**src/rtl/pipe_ctrl_pkg.sv**
```systemverilog
// Shared types and constants for the pipeline sequencer.
// Stall vectors are indexed [0]pc [1]if [2]id [3]ex [4]mem [5]wb.
package pipe_ctrl_pkg;

  localparam int EXCP_VEC_W = 32;

  localparam logic [5:0] STALL_NONE = 6'b000000;
  localparam logic [5:0] STALL_ID   = 6'b000111;
  localparam logic [5:0] STALL_EX   = 6'b001111;
  localparam logic [5:0] STALL_MEM  = 6'b011111;

  typedef enum logic [1:0] {
    ST_RUN   = 2'b00,
    ST_MC    = 2'b01,
    ST_FLUSH = 2'b10
  } state_t;

  function automatic logic [5:0] stall_vec(
    input logic id,
    input logic ex,
    input logic mem
  );
    logic [5:0] v;
    v = STALL_NONE;
    if (id)  v = v | STALL_ID;
    if (ex)  v = v | STALL_EX;
    if (mem) v = v | STALL_MEM;
    return v;
  endfunction

endpackage

```
**src/rtl/pipe_ctrl_sat_cnt.sv**
```systemverilog
// 32-bit saturating event counter.
// Sticks at all-ones instead of wrapping.
module ctrl_sat_cnt #(
  parameter logic [31:0] RST_VAL = 32'h0
) (
  input  logic        clk,
  input  logic        rst,
  input  logic        inc,
  output logic [31:0] q
);

  always_ff @(posedge clk) begin
    if (rst) begin
      q <= RST_VAL;
    end else if (inc && (q != 32'hFFFF_FFFF)) begin
      q <= q + 32'd1;
    end
  end

endmodule

```
**src/rtl/pipe_ctrl.sv**
```systemverilog
// Pipeline sequencer: merges stall requests, sequences
// multi-cycle EX ops and runs exception flush/redirect.
module pipe_ctrl
  import pipe_ctrl_pkg::*;
#(
  parameter int          CNT_W     = 6,
  parameter int          FLUSH_LEN = 1,
  parameter logic [31:0] PERF_RST  = 32'h0
) (
  input  logic                  clk,
  input  logic                  rst,
  input  logic                  stallreq_id,
  input  logic                  ex_mc_start,
  input  logic [CNT_W-1:0]      ex_mc_cycles,
  input  logic                  stallreq_mem,
  input  logic                  excp_req,
  input  logic [EXCP_VEC_W-1:0] excp_vector,
  output logic [5:0]            stall,
  output logic                  flush,
  output logic [EXCP_VEC_W-1:0] new_pc,
  output logic                  excp_ack,
  output logic                  mc_done,
  output logic [31:0]           perf_stall
);

  localparam logic [CNT_W-1:0] FL_RELOAD = CNT_W'(FLUSH_LEN - 1);
  localparam logic [CNT_W-1:0] CNT_ONE   = CNT_W'(1);

  state_t                  state_q, state_d;
  logic [CNT_W-1:0]        cnt_q, cnt_d;
  logic [EXCP_VEC_W-1:0]   pc_q, pc_d;

  always_ff @(posedge clk) begin
    if (rst) begin
      state_q <= ST_RUN;
      cnt_q   <= '0;
      pc_q    <= '0;
    end else begin
      state_q <= state_d;
      cnt_q   <= cnt_d;
      pc_q    <= pc_d;
    end
  end

  always_comb begin
    state_d = state_q;
    cnt_d   = cnt_q;
    pc_d    = pc_q;
    unique case (state_q)
      ST_RUN: begin
        if (excp_req) begin
          state_d = ST_FLUSH;
          cnt_d   = FL_RELOAD;
          pc_d    = excp_vector;
        end else if (ex_mc_start && (ex_mc_cycles != '0)) begin
          state_d = ST_MC;
          cnt_d   = ex_mc_cycles;
        end
      end
      ST_MC: begin
        if (excp_req) begin
          state_d = ST_FLUSH;
          cnt_d   = FL_RELOAD;
          pc_d    = excp_vector;
        end else if (!stallreq_mem) begin
          // memory wait freezes EX, so the op count freezes too
          if (cnt_q <= CNT_ONE) begin
            state_d = ST_RUN;
            cnt_d   = '0;
          end else begin
            cnt_d = cnt_q - CNT_ONE;
          end
        end
      end
      ST_FLUSH: begin
        if (cnt_q == '0) begin
          state_d = ST_RUN;
        end else begin
          cnt_d = cnt_q - CNT_ONE;
        end
      end
      default: begin
        state_d = ST_RUN;
        cnt_d   = '0;
      end
    endcase
  end

  always_comb begin
    stall    = STALL_NONE;
    flush    = 1'b0;
    excp_ack = 1'b0;
    mc_done  = 1'b0;
    if (!rst) begin
      unique case (state_q)
        ST_RUN: begin
          stall    = stall_vec(stallreq_id, 1'b0,
                               stallreq_mem);
          excp_ack = excp_req;
        end
        ST_MC: begin
          stall    = stall_vec(stallreq_id, 1'b1,
                               stallreq_mem);
          excp_ack = excp_req;
          mc_done  = (cnt_q == CNT_ONE)
                   && !stallreq_mem
                   && !excp_req;
        end
        ST_FLUSH: begin
          flush = 1'b1;
        end
        default: begin
          flush = 1'b0;
        end
      endcase
    end
  end

  assign new_pc = pc_q;

  ctrl_sat_cnt #(
    .RST_VAL (PERF_RST)
  ) u_perf (
    .clk (clk),
    .rst (rst),
    .inc (stall[0]),
    .q   (perf_stall)
  );

endmodule

```
**config.mk**
```make
export PLATFORM = sky130hd
export DESIGN_NAME = pipe_ctrl
export DESIGN_NICKNAME = d
export VERILOG_FILES = /design/src/rtl/pipe_ctrl_pkg.sv /design/src/rtl/pipe_ctrl_sat_cnt.sv /design/src/rtl/pipe_ctrl.sv
export SDC_FILE = /design/constraint.sdc
export NUM_CORES = 1
export LEC_CHECK = 0
export CORE_UTILIZATION = 45
export DETAILED_ROUTE_END_ITERATION = 7
export GPL_ROUTABILITY_DRIVEN = 1
export PLACE_DENSITY = 0.89
export SETUP_SLACK_MARGIN = 0.1
export SYNTH_ARGS = -nofsm -noshare
export SYNTH_HDL_FRONTEND = slang
export SYNTH_SLANG_ARGS = --single-unit
```
**constraint.sdc**
```tcl
create_clock -name clk -period 2.63 [get_ports clk]
set_input_delay 0.263 -clock clk [delete_from_list [all_inputs] [get_ports clk]]
set_output_delay 0.263 -clock clk [all_outputs]
set_load 0.01 [all_outputs]
```
==> results.sh, run 1 <==
export IMPL_holdWs_ns=0.271
export IMPL_post_synth_top_area_fraction_pct=43.4
export IMPL_die_w_um=88.0
export IMPL_p_switching_uw=722
export IMPL_grt_pass1_wl_um=14500
export IMPL_synth_edf_count=0
export IMPL_syn_inst=424
export IMPL_numCtsBuffers=9
export IMPL_max_freq_mhz=415
export IMPL_hpwl_um=6530
export IMPL_r2r_slack_ns=0.34
export IMPL_clockBufferDepth=2
export IMPL_status="completed"
export IMPL_place_congestion=0.896
export IMPL_clkTransAtPathRegs_ns=0.09
export IMPL_ys_ff_latch=72
export IMPL_synth_fa_ha_area_share_pct=1.51
export IMPL_powerDensity_nw_per_um2=541
export IMPL_hp_class="input port to register"
export IMPL_io_pins=117
export IMPL_nets=580
export IMPL_design_area_um2=4750
export IMPL_post_cts_setup_buffers=0
export IMPL_synth_compound_area_share_pct=20.0
export IMPL_insertedDiodeCount=0
export IMPL_leakagePower_uw=0.00161
export IMPL_coreArea_um2=6980
export IMPL_antenna_found_initial=0
export IMPL_wirelength_um=9060
export IMPL_synth_cell_types=47
export IMPL_viasPerCell=5.55
export IMPL_yosysSeqAreaShare_pct=43.4
export IMPL_initial_core_util_pct=47.6
export IMPL_yosys_most_used_dff="dfxtp_1"
export IMPL_cts_sinks=72
export IMPL_drtIter0Drc=171
export IMPL_fin_cells=633
export IMPL_syn_nets=472
export IMPL_cap_viol_max_count=0
export IMPL_p_sw_share_pct=28.1
export IMPL_rsz0062_at_grt="false"
export IMPL_relSlewSlack_pct=52.6
export IMPL_layout_commonest_cell="clkdlybuf4s50_1"
export IMPL_seqPwrFrac_pct=46.0
export IMPL_cp_start_kind="register"
export IMPL_synth_xor_xnor_area_share_pct=1.58
export IMPL_synthTopCellsByArea="dfxtp_1, a21oi_1, nand2_1"
export IMPL_ant_nets=0
export IMPL_setup_viol=0
export IMPL_areaGrowthSynthToFinish_pct=42.9
export IMPL_grt_pass1_vias=3270
export IMPL_synth_top_family_by_area="simple AND/OR/NAND/NOR gates"
export IMPL_pwr_share_comb_pct=17.8
export IMPL_timing_setup_tns_ns=0
export IMPL_syn_area_um2=3320
export IMPL_clkLatencyLatePin_ns=0.35
export IMPL_tightest_slew_ns=0.707
export IMPL_cts_root_buffer="clkbuf_8"
export IMPL_die_area_um2=7740
export IMPL_grt_ovfl_total=0
export IMPL_synth_top_area_cell="dfxtp_1"
export IMPL_crit_path_max_fanout=7
export IMPL_place_ws_ns=0.0386
export IMPL_drt_pass1_iterations=5
export IMPL_internal_power_uw=1850
export IMPL_min_period_ns=2.41
export IMPL_place_area_um2=4530
export IMPL_synth_warnings=0
export IMPL_cp_required_ns=2.37
export IMPL_end_kind="output port"
export IMPL_drive_gt1_share_pct=5.96
export IMPL_min_period_over_period_pct=91.6
export IMPL_die_y_um=88.0
export IMPL_fin_skew_ns=0.0140
export IMPL_critPathArrivalTime_ns=2.15
export IMPL_place_inst=617
export IMPL_final_cell_mix="clkdlybuf4s50_1, nand2_1, dfxtp_1"
export IMPL_num_rows=30
export IMPL_ir_drop_uv=372
export IMPL_fin_ws_ns=0.220
export IMPL_port_buffer_count=115
export IMPL_cts_tree="yes"
export IMPL_track_usage_pct=24.1
export IMPL_via_count=3511
export IMPL_synth_mux_area_fraction_pct=0.941
export IMPL_async_flop_share_pct=0
export IMPL_htree_levels=3
export IMPL_clockPowerShare_pct=36.2
export IMPL_worstSetupPathType="register to output port"
export IMPL_wl_per_cell_um=14.3
export IMPL_hold_viol=0
export IMPL_synth_area_per_cell_um2=7.84
export IMPL_grt_max_degree=62
export IMPL_drc=0
export IMPL_synthSimpleGateAreaFrac_pct=28.0
export IMPL_report_final_slew_viol_count=0
==> flip-flops by register name (all words and copies together), names as in the netlist <==
signal and cells:
u_perf.q 32, state_q 2, cnt_q 6, new_pc 32
==> through the flow <==
step	utilization, %	total power, uW
2_1_floorplan	-	1450
3_3_place_gp	64.9	1640
3_5_place_dp	64.9	1660
4_1_cts	68.0	2580
5_1_grt	68.0	2680
6_report	68.0	2570
==> worst paths after layout <==
path,end,cells past startpoint,startpoint
setup / recovery,mc_done,3,cnt_q[3]
hold / removal,new_pc[19],2,rst
setup reg to reg,u_perf.q[15],5,u_perf.q[9]
hold reg to reg,new_pc[1],2,new_pc[1]
==> layout make-up <==
class	count	area, um2
clock buffer	10	138
clock inverter	6	72.6
fill	575	2230
inverter	11	41.3
multi-input combinational	317	1750
sequential	72	1440
tap	96	120
timing repair buffer	121	1190
==> power by group through the flow <==
stage               clock network, uW  registers, uW  logic [uW]
floorplan                           0           1210         240
global placement                    0           1200         439
detailed placement                  0           1210         452
CTS                               945           1180         458
global route                      988           1190         504
finish                            929           1180         458
==> timing repair <==
action | CTS | global route
endpoints found under the setup margin | 3 | 0
hold buffers | 0 | 0
resized for setup | 1 | 0
==> routing by layer <==
| metal | vias up | global-route usage [%] | wire length (um) |
|---|---|---|---|
| li1 | 1720 | - | - |
| met4 | 0 | 8.64 | 105 |
| met5 | - | 0 | 0 |
| met1 | 1663 | 26.8 | 3670 |
| met2 | 116 | 43.3 | 4580 |
| met3 | 12 | 7.07 | 706 |
==> critical path, cell delays in order (launching register included) <==
cell	delay (ns)
dfxtp_1	0.38
or4_1	0.59
nor4_1	0.25
clkdlybuf4s50_1	0.58
==> Yosys cell counts, types with 3 or more instances <==
cell type / n
nand2_1: 85
dfxtp_1: 72
a21oi_1: 66
o21ai_0: 25
nor2_1: 18
or3_1: 18
clkbuf_1: 16
nand3_1: 13
inv_1: 10
and2_1: 8
nand4_1: 8
nor3_1: 7
o31ai_1: 7
and4_1: 6
nor4_1: 5
or4_1: 5
buf_4: 4
ha_1: 4
o211ai_1: 4
xnor2_1: 4
buf_1: 3
nand2b_1: 3
nor2b_1: 3
==> cells by family after synthesis <==
logic type | Yosys count
and+or+nand+nor | 187
DFF | 72
muxes | 3
other | 1
xor gates and xnor gates | 6
AOI/OAI and AO/OA | 116
buffers and inverters | 35
adders and majority gates | 4
Power figures use the tool's default switching activity.
==> run 2, diff against run 1 <==
--- a/config.mk
+++ b/config.mk
@@ -5,6 +5,8 @@
 export SDC_FILE = /design/constraint.sdc
 export NUM_CORES = 1
 export LEC_CHECK = 0
+export ABC_CLOCK_PERIOD_IN_PS = 2630
+export CAP_MARGIN = 0
 export CORE_UTILIZATION = 45
 export DETAILED_ROUTE_END_ITERATION = 7
 export GPL_ROUTABILITY_DRIVEN = 1
==> results of run 2 <==
The final DEF is identical to that of run 1; final timing and power are the same.
